### src/rtl/conv_enc_pkg.sv
// Shared constants for the tail-biting rate-1/3 K=7 convolutional encoder.
package conv_enc_pkg;

  localparam int K   = 7;
  localparam int MEM = K - 1;

  localparam logic [K-1:0] G0_DEF = 7'o133;
  localparam logic [K-1:0] G1_DEF = 7'o171;
  localparam logic [K-1:0] G2_DEF = 7'o165;

  typedef enum logic {
    IDLE = 1'b0,
    RUN  = 1'b1
  } state_t;

endpackage

### src/rtl/conv_enc_skid.sv
// Two-entry valid/ready output buffer; outputs come straight from the head register.
module conv_enc_skid
  import conv_enc_pkg::*;
#(
  parameter int W = 25
) (
  input  logic         clk,
  input  logic         reset,
  input  logic         in_valid,
  output logic         in_ready,
  input  logic [W-1:0] in_data,
  output logic         out_valid,
  input  logic         out_ready,
  output logic [W-1:0] out_data
);

  logic [W-1:0] head_p0;
  logic [W-1:0] tail_p0;
  logic [1:0]   cnt_p0;
  logic         push;
  logic         pop;

  // in_ready is decoded from the occupancy register only, so m_ready never reaches s_ready
  assign in_ready  = (cnt_p0 != 2'd2);
  assign out_valid = (cnt_p0 != 2'd0);
  assign out_data  = head_p0;
  assign push      = in_valid && in_ready;
  assign pop       = out_valid && out_ready;

  always_ff @(posedge clk) begin
    if (reset) begin
      cnt_p0  <= 2'd0;
      head_p0 <= '0;
    end else begin
      case ({push, pop})
        2'b10:   cnt_p0 <= cnt_p0 + 2'd1;
        2'b01:   cnt_p0 <= cnt_p0 - 2'd1;
        default: cnt_p0 <= cnt_p0;
      endcase
      if (push && ((cnt_p0 == 2'd0) || ((cnt_p0 == 2'd1) && pop)))
        head_p0 <= in_data;
      else if (pop && (cnt_p0 == 2'd2))
        head_p0 <= tail_p0;
    end
  end

  always_ff @(posedge clk) begin
    if (push && (cnt_p0 == 2'd1) && !pop)
      tail_p0 <= in_data;
  end

endmodule

### config.mk
export PLATFORM = sky130hd
export DESIGN_NAME = conv_enc_skid
export DESIGN_NICKNAME = d
export VERILOG_FILES = /design/src/rtl/conv_enc_pkg.sv /design/src/rtl/conv_enc_skid.sv
export SDC_FILE = /design/constraint.sdc
export NUM_CORES = 1
export LEC_CHECK = 0
export BUFFER_PORTS_ARGS = -buffer_cell sky130_fd_sc_hd__buf_2
export CORE_MARGIN = 5
export CORE_UTILIZATION = 45
export CTS_BUF_LIST = sky130_fd_sc_hd__clkbuf_4 sky130_fd_sc_hd__clkbuf_8
export DETAILED_ROUTE_END_ITERATION = 12
export GPL_TIMING_DRIVEN = 0
export PLACE_DENSITY_LB_ADDON = 0.15
export SYNTH_ARGS = -nofsm -noshare
export SYNTH_HDL_FRONTEND = slang
export SYNTH_SLANG_ARGS = --single-unit
### constraint.sdc
create_clock -name clk -period 3.55 [get_ports clk]
set_clock_uncertainty 0.05 [all_clocks]
set_input_delay 0.355 -clock clk [delete_from_list [all_inputs] [get_ports clk]]
set_output_delay 0.355 -clock clk [all_outputs]
set_load 0.05 [all_outputs]
=== Yosys cells after proc, flatten, opt, wreduce, memory -nomap -nowiden ===
Cells that the tools add are included.

* Bits of input ports: 29
* Output and inout port bits: 27
* Logic and storage cells: 26
* Bits in registers: 52

* $add $sub $neg: 2
* Equal/unequal tests: 5
* Reductions and logical operators: 13
* Multiplexer cells: 3

{| class="wikitable"
|+ Operator list
! operator !! number
|-
| $mux W25 || 2
|-
| $logic_and A1 B1 Y1 || 7
|-
| $reduce_bool A2 Y1 || 3
|-
| $eq A2 B1 Y1 const B || 2
|-
| $eq A2 B2 Y1 const B || 2
|-
| $pmux W2 S2 || 1
|-
| $add A2 B1 Y2 const B || 1
|-
| $logic_not A2 Y1 || 1
|-
| $ne A2 B2 Y1 const B || 1
|-
| $sub A2 B1 Y2 const B || 1
|-
| $logic_not A1 Y1 || 1
|-
| $logic_or A1 B1 Y1 || 1
|}

=== Depth between registers and ports, before layout ===
Gate-level depths: netlist of run 1.

* Word-level depth: 6
* Gate-level depth with buffers: 9
* Gate-level depth less buffers: 7

=== Worst setup path after synthesis of run 1 ===
OpenSTA, ideal clock, no wires.

* Kind: register to register
* From: reg cnt_p0[0]
* To: reg tail_p0[0], enable pin
* Buffers on the path: 2
* Stages on the path, launching flop included: 7
* Path slack: 0.110 ns
* Setup time: 0.444 ns
* Data required time: 3.056 ns
* Clock period less this slack: 3.440 ns
* Arrival: 2.946 ns
* Path through: dfxtp_1 -> inv_1 -> ha_1 -> nand2b_4 -> buf_6 -> buf_2 -> nor3b_1

* Cells in the longest elaborated chain, start to end: 4
* Elaborated cells on any way between the ends: 8

{| class="wikitable"
|+ RTL lines
! element !! RTL line !! text
|-
| start: declaration || conv_enc_skid.sv:19 || <nowiki>logic [1:0] cnt_p0;</nowiki>
|-
| start signal: assignment || conv_enc_skid.sv:36 || <nowiki>2'b10: cnt_p0 <= cnt_p0 + 2'd1;</nowiki>
|-
| start signal: assignment || conv_enc_skid.sv:37 || <nowiki>2'b01: cnt_p0 <= cnt_p0 - 2'd1;</nowiki>
|-
| start signal: assignment || conv_enc_skid.sv:38 || <nowiki>default: cnt_p0 <= cnt_p0;</nowiki>
|-
| $ne A2 B2 Y1 / $reduce_bool A2 Y1 (equally long branches) || conv_enc_skid.sv:24, conv_enc_skid.sv:25 ||
|-
| $logic_and A1 B1 Y1, on equally long branches || conv_enc_skid.sv:27, conv_enc_skid.sv:28 ||
|-
| $logic_and A1 B1 Y1 / $logic_not A1 Y1 (equally long branches) || conv_enc_skid.sv:48 || <nowiki>if (push && (cnt_p0 == 2'd1) && !pop)</nowiki>
|-
| $logic_and A1 B1 Y1 * || conv_enc_skid.sv:48 ||
|-
| end signal: assignment || conv_enc_skid.sv:49 || <nowiki>tail_p0 <= in_data;</nowiki>
|-
| end: declaration || conv_enc_skid.sv:18 || <nowiki>logic [W-1:0] tail_p0;</nowiki>
|}

Mark *: on every way between the ends. The rest lies on a longest branch, timed or not.
A chain may end at the register's enable or synchronous reset.

=== Final worst setup path of run 1 ===
* From: reg cnt_p0[0]
* To: reg tail_p0[1], enable pin

Same word-level chain as after synthesis.

==> metrics, run 1 <==
Via density 5.17; Main synth FF type dfxtp_1; Post-synth EDFFs 25; gp weighted congestion 0.703; DRT Pass-1 Iters 4; Fin. Hold Viols 0; Seq/Total Area, Yosys 0.587; slew margin rel. 0.473; Leakage Power a little over 0.001 uW; CP Class reg2reg; leading area contributor after synthesis edfxtp_1; WL/cell 15.6 um; cell family with most CP delay simple AND/OR/NAND/NOR gates; Hold Path Class in2reg; Gate power share 0.474; Critical Path RT 3510 ps; Post-Syn Nets 221; sw frac 0.438; post-synth cell types 22; largest net degree at the start of global routing 16; IO Pins 56; Least-Margin Pin Slew 788 ps; critical-path maximum fanout 11; MaxCap Viol Count 0; global-route wire length before repair between 8000 and 9000 um; P_int approximately 1400 uW; NetSw approximately 1100 uW; worst reg2reg path depth 7; crit path capture type flop; initial DRC count 106; CP startpoint kind flop; clk root buf clkbuf_8; Avg Inst Size Synth 11.7 um^2; TritonCTS buffer count 5; layout cell share with drive strength beyond 1 0.377; clock power share 0.181; critical path depth 7; Post-Syn Area 2200 um^2; Synth area leaders edfxtp_1 34%, dfxtp_1 25%, a311oi_2 14%, nand2_1 8.5%, nor3_1 5.7%; final instance area 2710 um^2; max-slew violations 0; final setup violation count 0; Chip Height 79.9 um; Rows 25; CTS tree yes; Post-DRT Antenna Nets 0; vias in the first global route around 1,700; H-tree levels 2; Area after DPL 2580 um^2; Hold Path Cell Cnt 1; diode count 0; crit share post-route 0.679; count leader, synth nand2_1; DIE AREA approximately 6400 um^2; Worst Path Arrival 2380 ps; power per cell area between 800 and 900 nW/um^2; Bufs and invs on worst path 4; post-CTS setup buffer count 0; Initial Utilization 0.466; crit path time final around 2400 ps; Cells after DPL 311; final std cells w/o fill about 320; clock latency on the worst-skew pair 300 ps; CP max stage delay 670 ps; worst vdd ir 0.351 mV; most frequent CP cell buf_6; Sum Neg Setup Slack 0 ps; CTS clk-pin slew, worst paths approximately 90 ps; CORE AREA 4720 um^2; cts hold-fix bufs 0; layout net count about 280; Ys Warns 0; status finished, final reports clean; Post-Synthesis Cells 188; Commonest cells post-synth 50 x nand2_1, 27 x dfxtp_1, 25 x edfxtp_1, 25 x nor3_1, 20 x a311oi_2; final core utilization 0.573; Setup WS post-layout 1140 ps; #FFs+latches synth 52; sequential share of power 0.345; CP cell instances inv_1 -> ha_1 -> nand2b_4 -> buf_6 -> buf_2 -> nor3b_2 -> buf_6; die width 79.9 um; clk buf depth 2; top cell type's share of synthesized area 0.341; Highest Clock Rate 415 MHz; Post-CTS Resized 0; Port Buffers 54; fraction of registers with async set/reset 0; grt ovf 0; hpwl dp 3480 um; Remaining DRCs 0; pre-CTS setup slack 1100 ps; routed vias 1,650; Sink Count 52; RSZ-0062 raised after global routing no; slowest CP cell nor3b_2; drt total wl roughly 5000 um; area grow syn2layout 23.1%; initial antenna violation count 0; Global Route Usage Sum 0.164
## per-stage QoR
stage | power [uW] | hold slack (ps)
2_1_floorplan | 1740 | 404
5_1_grt | 2560 | 178
6_report | 2430 | 187
3_3_place_gp | 1990 | 429
4_1_cts | 2440 | 182
3_5_place_dp | 2010 | 424
## cells by family after synthesis
kind of cell,after synthesis,share of synthesized area
fa+ha+maj,4,0.0228
flops,52,0.587
compound gates,27,0.164
buf+inv,20,0.0501
simple gates,83,0.168
xor+xnor,2,0.00797
## power by group through the flow
stage                     clock, uW  combinational (uW)  sequential (uW)
after floorplan                   0                 557             1180
after global placement            0                1130              856
after detailed placement          0                1150              853
after CTS                       445                1160              840
after global routing            474                1230              857
final                           439                1150              838
## cell usage in the layout, fill, tap and decap left out
cell type	n
a21oi_2	1
buf_6	6
and3b_1	1
or2_1	1
nand2b_4	1
clkbuf_8	7
nor3_1	25
a311oi_1	5
nand2_1	50
ha_1	4
nor2_1	2
inv_1	4
dfxtp_1	27
a311oi_2	20
edfxtp_1	25
nor2b_1	1
xor2_1	2
clkbuf_1	7
nor3b_2	1
nand3b_1	1
a211oi_1	1
buf_1	1
buf_2	58
bufinv_16	1
## flip-flops by register name, indices dropped and copies added (netlist names)
register and cells:
cnt_p0 2, tail_p0 25, out_data 25
## path summary, 6_finish.rpt
kind	startpoint	endpoint	slack, ps
worst max register to register	cnt_p0[0]$_SDFFE_PP0P_	tail_p0[1]$_DFFE_PP_	1140
worst min-delay path	in_data[11]	tail_p0[11]$_DFFE_PP_	190
worst min register to register	out_data[0]$_SDFFE_PP0P_	out_data[0]$_SDFFE_PP0P_	440
worst max-delay path	cnt_p0[0]$_SDFFE_PP0P_	tail_p0[1]$_DFFE_PP_	1140
## layer usage
layer  share of wire  wire length [um]  GRT usage
met5               0                 0          0
met4          0.0092                46     0.0422
met3           0.057               284     0.0440
met2            0.48              2370      0.260
met1            0.46              2290      0.220
## final cells by class
type | instances | area (um^2)
clock buffer | 7 | 96.3
buffer | 16 | 95.1
clock inverter | 1 | 30.0
timing repair buffer | 56 | 293
tap | 67 | 83.8
multi-input combinational | 116 | 803
fill | 407 | 2020
sequential | 52 | 1290
inverter | 4 | 15.0
No activity file was read; power rests on OpenSTA's default activity.
==> inputs of run 2 (changes only) <==
- clock period: 3.55 -> 2.3 ns (I/O delays scaled with it)
==> run 2 against run 1 <==
Net effect:
- sequential power grew 54%
- critical endpoint is now out_data[17]$_SDFFE_PP0P_
- sequential share of layout area decreased by 0.066 points
- critical path depth decreased by 1
- die area unchanged
- cell count up 0.31%
- clock power up 19%
- maximum frequency increased by 21%
- combinational power rose by 58%
- non-clock buffer count did not move
- wire length is 0.50% lower
- count of clock-buffer cells in the layout stayed put
- hold slack got worse by 120 ps
==> metrics, run 2 (same netlist as run 1, synthesis figures left out) <==
CP Class reg2reg (unchanged); grt ovf 0 (unchanged); initial antenna violation count 0 (unchanged); DRT Pass-1 Iters 5 (was 4); area of the multi-input gates 828 um^2 (was 803 um^2); worst vdd ir 0.753 mV (was 0.351 mV); Sequential Area 1290 um^2 (unchanged); IO Pins 56 (unchanged); Highest Clock Rate 502 MHz (was 415 MHz); Via density 5.12 (was 5.17); worst reg2reg path depth 6 (was 7); layout net count 285 (was 284); Fin. Hold Viols 0 (unchanged); routed vias 1,639 (was 1,650); Sink Count 52 (unchanged); largest net degree at the start of global routing 15 (was 16); Hold Path Cell Cnt 1 (unchanged); Sum Neg Setup Slack 0 ps (unchanged); commonest non-fill, non-tap cells in the layout 58 x buf_2, 50 x nand2_1, 27 x dfxtp_1 (unchanged); Post-DRT Antenna Nets 0 (unchanged); RSZ-0062 raised after global routing no (unchanged); Chip Height 79.9 um (unchanged); diode count 0 (unchanged); max-slew violations 0 (unchanged); total power 3640 uW (was 2430 uW); most common cell after layout, fill and taps aside buf_2 (unchanged); global-route wire length before repair 8100 um (was 8130 um); clk buf depth 2 (unchanged); clock latency on the worst-skew pair 300 ps (about the same); initial DRC count 65 (was 106); crit share post-route 0.866 (was 0.679); CTS tree yes (unchanged); Fill cells 419 (was 407); final setup violation count 0 (unchanged); area grow syn2layout 23.3% (was 23.1%); Area after DPL 2560 um^2 (was 2580 um^2); CORE AREA 4720 um^2 (unchanged); Port Buffers 54 (unchanged); status finished, final reports clean (unchanged); die width 79.9 um (unchanged); Remaining DRCs 0 (unchanged); Least-Margin Pin Slew 783 ps (was 788 ps); H-tree levels 2 (unchanged); final instance area 2710 um^2 (about the same); crit path time final 1990 ps (was 2410 ps); crit path capture type flop (unchanged); Rows 25 (unchanged); cts hold-fix bufs 0 (unchanged); CTS clk-pin slew, worst paths 90 ps (about the same); slew margin rel. 0.478 (was 0.473); drt total wl 4960 um (was 4990 um); power per cell area 1340 nW/um^2 (was 897 nW/um^2); CP startpoint kind flop (unchanged); Initial Utilization 0.466 (unchanged); hpwl dp 3340 um (was 3480 um); TritonCTS buffer count 5 (unchanged); gp weighted congestion 0.745 (was 0.703); Worst Path Arrival 2150 ps (was 2380 ps); Global Route Usage Sum 0.163 (was 0.164); Critical Path RT 2460 ps (was 3510 ps); clk root buf clkbuf_8 (unchanged); Hold Path Class in2reg (unchanged); vias in the first global route 1,691 (was 1,662); layout cell share with drive strength beyond 1 0.375 (was 0.377); Leakage Power 0.00102 uW (about the same); MaxCap Viol Count 0 (unchanged); critical-path maximum fanout 10 (was 11); WL/cell 15.5 um (was 15.6 um); DIE AREA 6390 um^2 (unchanged)
run 2: changes by cell type in the layout (fill, tap and decap cells not counted):
| cell | before | now |
|---|---|---|
| buf_12 | 0 | 2 |
| buf_6 | 6 | 4 |
| clkbuf_4 | 0 | 2 |
| clkbuf_8 | 7 | 5 |
| nor3b_4 | 0 | 2 |
| bufinv_16 | 1 | 0 |
| clkinv_1 | 0 | 1 |
| nor3b_2 | 1 | 0 |
run 2: final timing paths:
check | startpoint | slack, ps | to
setup / recovery | cnt_p0[0]$_SDFFE_PP0P_ | 310 | out_data[17]$_SDFFE_PP0P_
hold / removal | in_data[20] | 70 | tail_p0[20]$_DFFE_PP_
setup reg to reg | cnt_p0[0]$_SDFFE_PP0P_ | 310 | out_data[17]$_SDFFE_PP0P_
hold reg to reg | out_data[1]$_SDFFE_PP0P_ | 450 | out_data[1]$_SDFFE_PP0P_
run 2: metrics by stage:
stage	util	hold WS [ps]	std cells	setup slack (ps)
after floorplan	-	279	188	73.0
after global placement	0.543	374	309	-332
after detailed placement	0.543	375	309	-331
after CTS	0.566	60.2	318	53.3
after global routing	0.574	56.9	320	135
final	0.574	67.7	320	308
run 2: final cells by class:
class                           count  share of cell area
Clock buffer                        7              0.0309
Buffer                             16              0.0351
Tap cell                           67              0.0309
Multi-Input combinational cell    117               0.305
Clock inverter                      1             0.00138
Inverter                            4             0.00554
Sequential cell                    52               0.476
Timing Repair Buffer               56               0.114
run 2: where the power goes:
part / internal, uW / switching [uW]
sequential: 1200 / 88.0
clock: 236 / 287
combinational: 551 / 1270
total: 1990 / 1650
run 2: layer usage:
| metal | vias to the layer above | track usage | part of all wire |
|---|---|---|---|
| met2 | 47 | 0.252 | 0.47 |
| met3 | 4 | 0.0418 | 0.060 |
| met5 | - | 0 | 0 |
| met1 | 771 | 0.229 | 0.47 |
| li1 | 817 | - | - |
| met4 | 0 | 0.0389 | 0.0058 |
run 2: critical path, stage by stage (launching register included):
cell and delay (ps):
dfxtp_1 370, inv_1 70, ha_1 250, a21oi_2 310
clkbuf_1 440, nor3_1 120, a311oi_2 270
run 2: timing repair:
item / CTS / global route
buffers inserted: 0 / 2
pin swaps: 1 / 2
endpoints found under the hold margin: 0 / 0
resized for setup: 1 / 0
setup endpoints to repair: 25 / 25
gates cloned: 1 / 0
==> inputs of run 3 (changes only) <==
- BUFFER_PORTS_ARGS: -buffer_cell sky130_fd_sc_hd__buf_2 -> not set
- DONT_BUFFER_PORTS: not set -> 1
- clock period: 2.3 -> 1.75 ns (I/O delays scaled with it)
==> run 3 against run 2 <==
Net effect:
- hold slack improved by 47 ps
- cell count decreased by 5.9%
- largest power group is now registers
- critical path depth unchanged
- utilization up 3.7 points
- sequential power grew 89%
- largest cell class unchanged
- register-to-register slack got worse by 230 ps
- non-clock buffer count shrank 19
- design area increased by 6.4%
- flip-flop and latch count unchanged
- via count grew 1.0%
- critical path type unchanged
==> metrics, run 3 (same netlist as run 1, synthesis figures left out) <==
status finished, final reports clean (unchanged); Rows 25 (unchanged); Area after DPL 2310 um^2 (was 2560 um^2); worst vdd ir 1.03 mV (was 0.753 mV); initial antenna violation count 0 (unchanged); Critical Path RT 1730 ps (was 2460 ps); RSZ-0062 raised after global routing yes (was no); crit path capture tail_p0[13]$_DFFE_PP_ (was out_data[17]$_SDFFE_PP0P_); CTS clk-pin slew, worst paths 90 ps (about the same); Gate power share 0.363 (was 0.501); final instance area 2890 um^2 (was 2710 um^2); global routing met3 resource utilization 0.0508 (was 0.0418); Worst R2R Start cnt_p0[0]$_SDFFE_PP0P_ (unchanged); TritonCTS buffer count 5 (unchanged); Highest Clock Rate 597 MHz (was 502 MHz); crit path capture type flop (unchanged); clk root buf clkbuf_8 (unchanged); NetSw 2270 uW (was 1650 uW); Worst Path Arrival 1650 ps (was 2150 ps); initial DRC count 110 (was 65); H-tree levels 2 (unchanged); Initial Utilization 0.466 (unchanged); CP startpoint kind flop (unchanged); layout net count 266 (was 285); die width 79.9 um (unchanged); critical-path maximum fanout 11 (was 10); CP Class reg2reg (unchanged); WL/cell 18.2 um (was 15.5 um); Global Route Usage Sum 0.178 (was 0.163); CORE AREA 4720 um^2 (unchanged); commonest non-fill, non-tap cells in the layout 50 x nand2_1, 25 x nor3_1, 25 x dlygate4sd3_1, 25 x dfxtp_1, 25 x edfxtp_1 (was 58 x buf_2, 50 x nand2_1, 27 x dfxtp_1); IO Pins 56 (unchanged); Fill cells 383 (was 419); CTS tree yes (unchanged); global-route wire length before repair 8850 um (was 8100 um); clock latency on the worst-skew pair 300 ps (about the same); clk buf depth 2 (unchanged); Fin. Hold Viols 0 (unchanged); met2 global-route usage 0.308 (was 0.252); Port Buffers 0 (was 54); Leakage Power 0.000971 uW (was 0.00102 uW); crit share post-route 0.957 (was 0.866); gp weighted congestion 0.729 (was 0.745); start point of the critical path cnt_p0[0]$_SDFFE_PP0P_ (unchanged); worst reg2reg path depth 6 (unchanged); vias in the first global route 1,737 (was 1,691); Remaining DRCs 0 (unchanged); Via density 5.50 (was 5.12); Sink Count 52 (unchanged); Post-DRT Antenna Nets 0 (unchanged); total power 5130 uW (was 3640 uW); Hold Path Class in2reg (unchanged); layout cell share with drive strength beyond 1 0.282 (was 0.375); sequential share of power 0.475 (was 0.355); Chip Height 79.9 um (unchanged); P_int 2860 uW (was 1990 uW); MaxCap Viol Count 0 (unchanged); DIE AREA 6390 um^2 (unchanged); max-slew violations 0 (unchanged); crit path time final 1680 ps (was 1990 ps); most common cell after layout, fill and taps aside nand2_1 (was buf_2); diode count 0 (unchanged); Least-Margin Pin Slew 758 ps (was 783 ps); area grow syn2layout 31.2% (was 23.3%); largest net degree at the start of global routing 16 (was 15); area of the multi-input gates 893 um^2 (was 828 um^2); r2r endpoint tail_p0[13]$_DFFE_PP_ (was out_data[17]$_SDFFE_PP0P_); power per cell area 1780 nW/um^2 (was 1340 nW/um^2); M1 GR Usage 0.215 (was 0.229); drt total wl 5480 um (was 4960 um); hpwl dp 3510 um (was 3340 um); most used routing layer met2 (unchanged); reg2reg setup slack 70 ps (was 310 ps); DRT Pass-1 Iters 4 (was 5); routed vias 1,656 (was 1,639); Hold Path Cell Cnt 2 (was 1); sw frac 0.442 (was 0.453); clock power share 0.162 (was 0.144); Sequential Area 1290 um^2 (about the same); grt ovf 0 (unchanged); slew margin rel. 0.494 (was 0.478); final setup violation count 0 (unchanged)
run 3: power by group through the flow:
stage               logic (uW)  registers (uW)  clock network (uW)
floorplan                 1170            2400                   0
global placement          1370            2460                   0
detailed placement        1430            2470                   0
CTS                       1710            2440                 848
global route              2010            2470                 886
finish                    1860            2440                 833
run 3: worst min-delay path by stage:
stage	from	endpoint
2_1_floorplan	in_data[0]	tail_p0[0]$_DFFE_PP_
3_3_place_gp	in_data[17]	tail_p0[17]$_DFFE_PP_
3_5_place_dp	in_data[20]	tail_p0[20]$_DFFE_PP_
4_1_cts	in_data[0]	out_data[0]$_SDFFE_PP0P_
5_1_grt	in_data[4]	out_data[4]$_SDFFE_PP0P_
6_report	in_data[8]	out_data[8]$_SDFFE_PP0P_
run 3: routing by layer:
metal  share of wire  up-vias
met1            0.41      816
li1                -      777
met4           0.017        0
met2            0.51       54
met5               0        -
met3           0.068        9
run 3: final cells by class:
type / instances / area share
Inverter: 4 / 0.00607
Sequential cell: 52 / 0.448
Clock buffer: 6 / 0.0265
Clock inverter: 2 / 0.0121
Timing Repair Buffer: 38 / 0.125
Tap cell: 67 / 0.0291
Multi-Input combinational cell: 117 / 0.310
Buffer: 15 / 0.0434
run 3: critical path, cell delays in order (launching register included):
cell	delay (ps)
dfxtp_2	370
inv_4	50
ha_4	150
nand2b_4	180
buf_6	180
nor3b_4	230
buf_4	180
run 3: stage by stage:
step / std cells / TNS [ps] / utilization / hold slack (ps) / setup WS, ps
6_report: 301 / 0 / 0.611 / 115 / 74.8
2_1_floorplan: 188 / -8630 / - / 224 / -345
3_3_place_gp: 255 / -21040 / 0.490 / 224 / -726
4_1_cts: 298 / -7.27 / 0.598 / 109 / -7.27
5_1_grt: 301 / -38.5 / 0.611 / 111 / -21.5
3_5_place_dp: 255 / -23960 / 0.490 / 224 / -791
run 3: what timing repair did:
item / 4_1_cts / 5_1_grt
hold endpoints to repair: 25 / 0
endpoints found under the setup margin: 47 / 48
setup buffers: 9 / 4
hold buffers: 25 / 0
gates resized for setup: 17 / 11
pin swaps: 3 / 2
cloned: 1 / 0
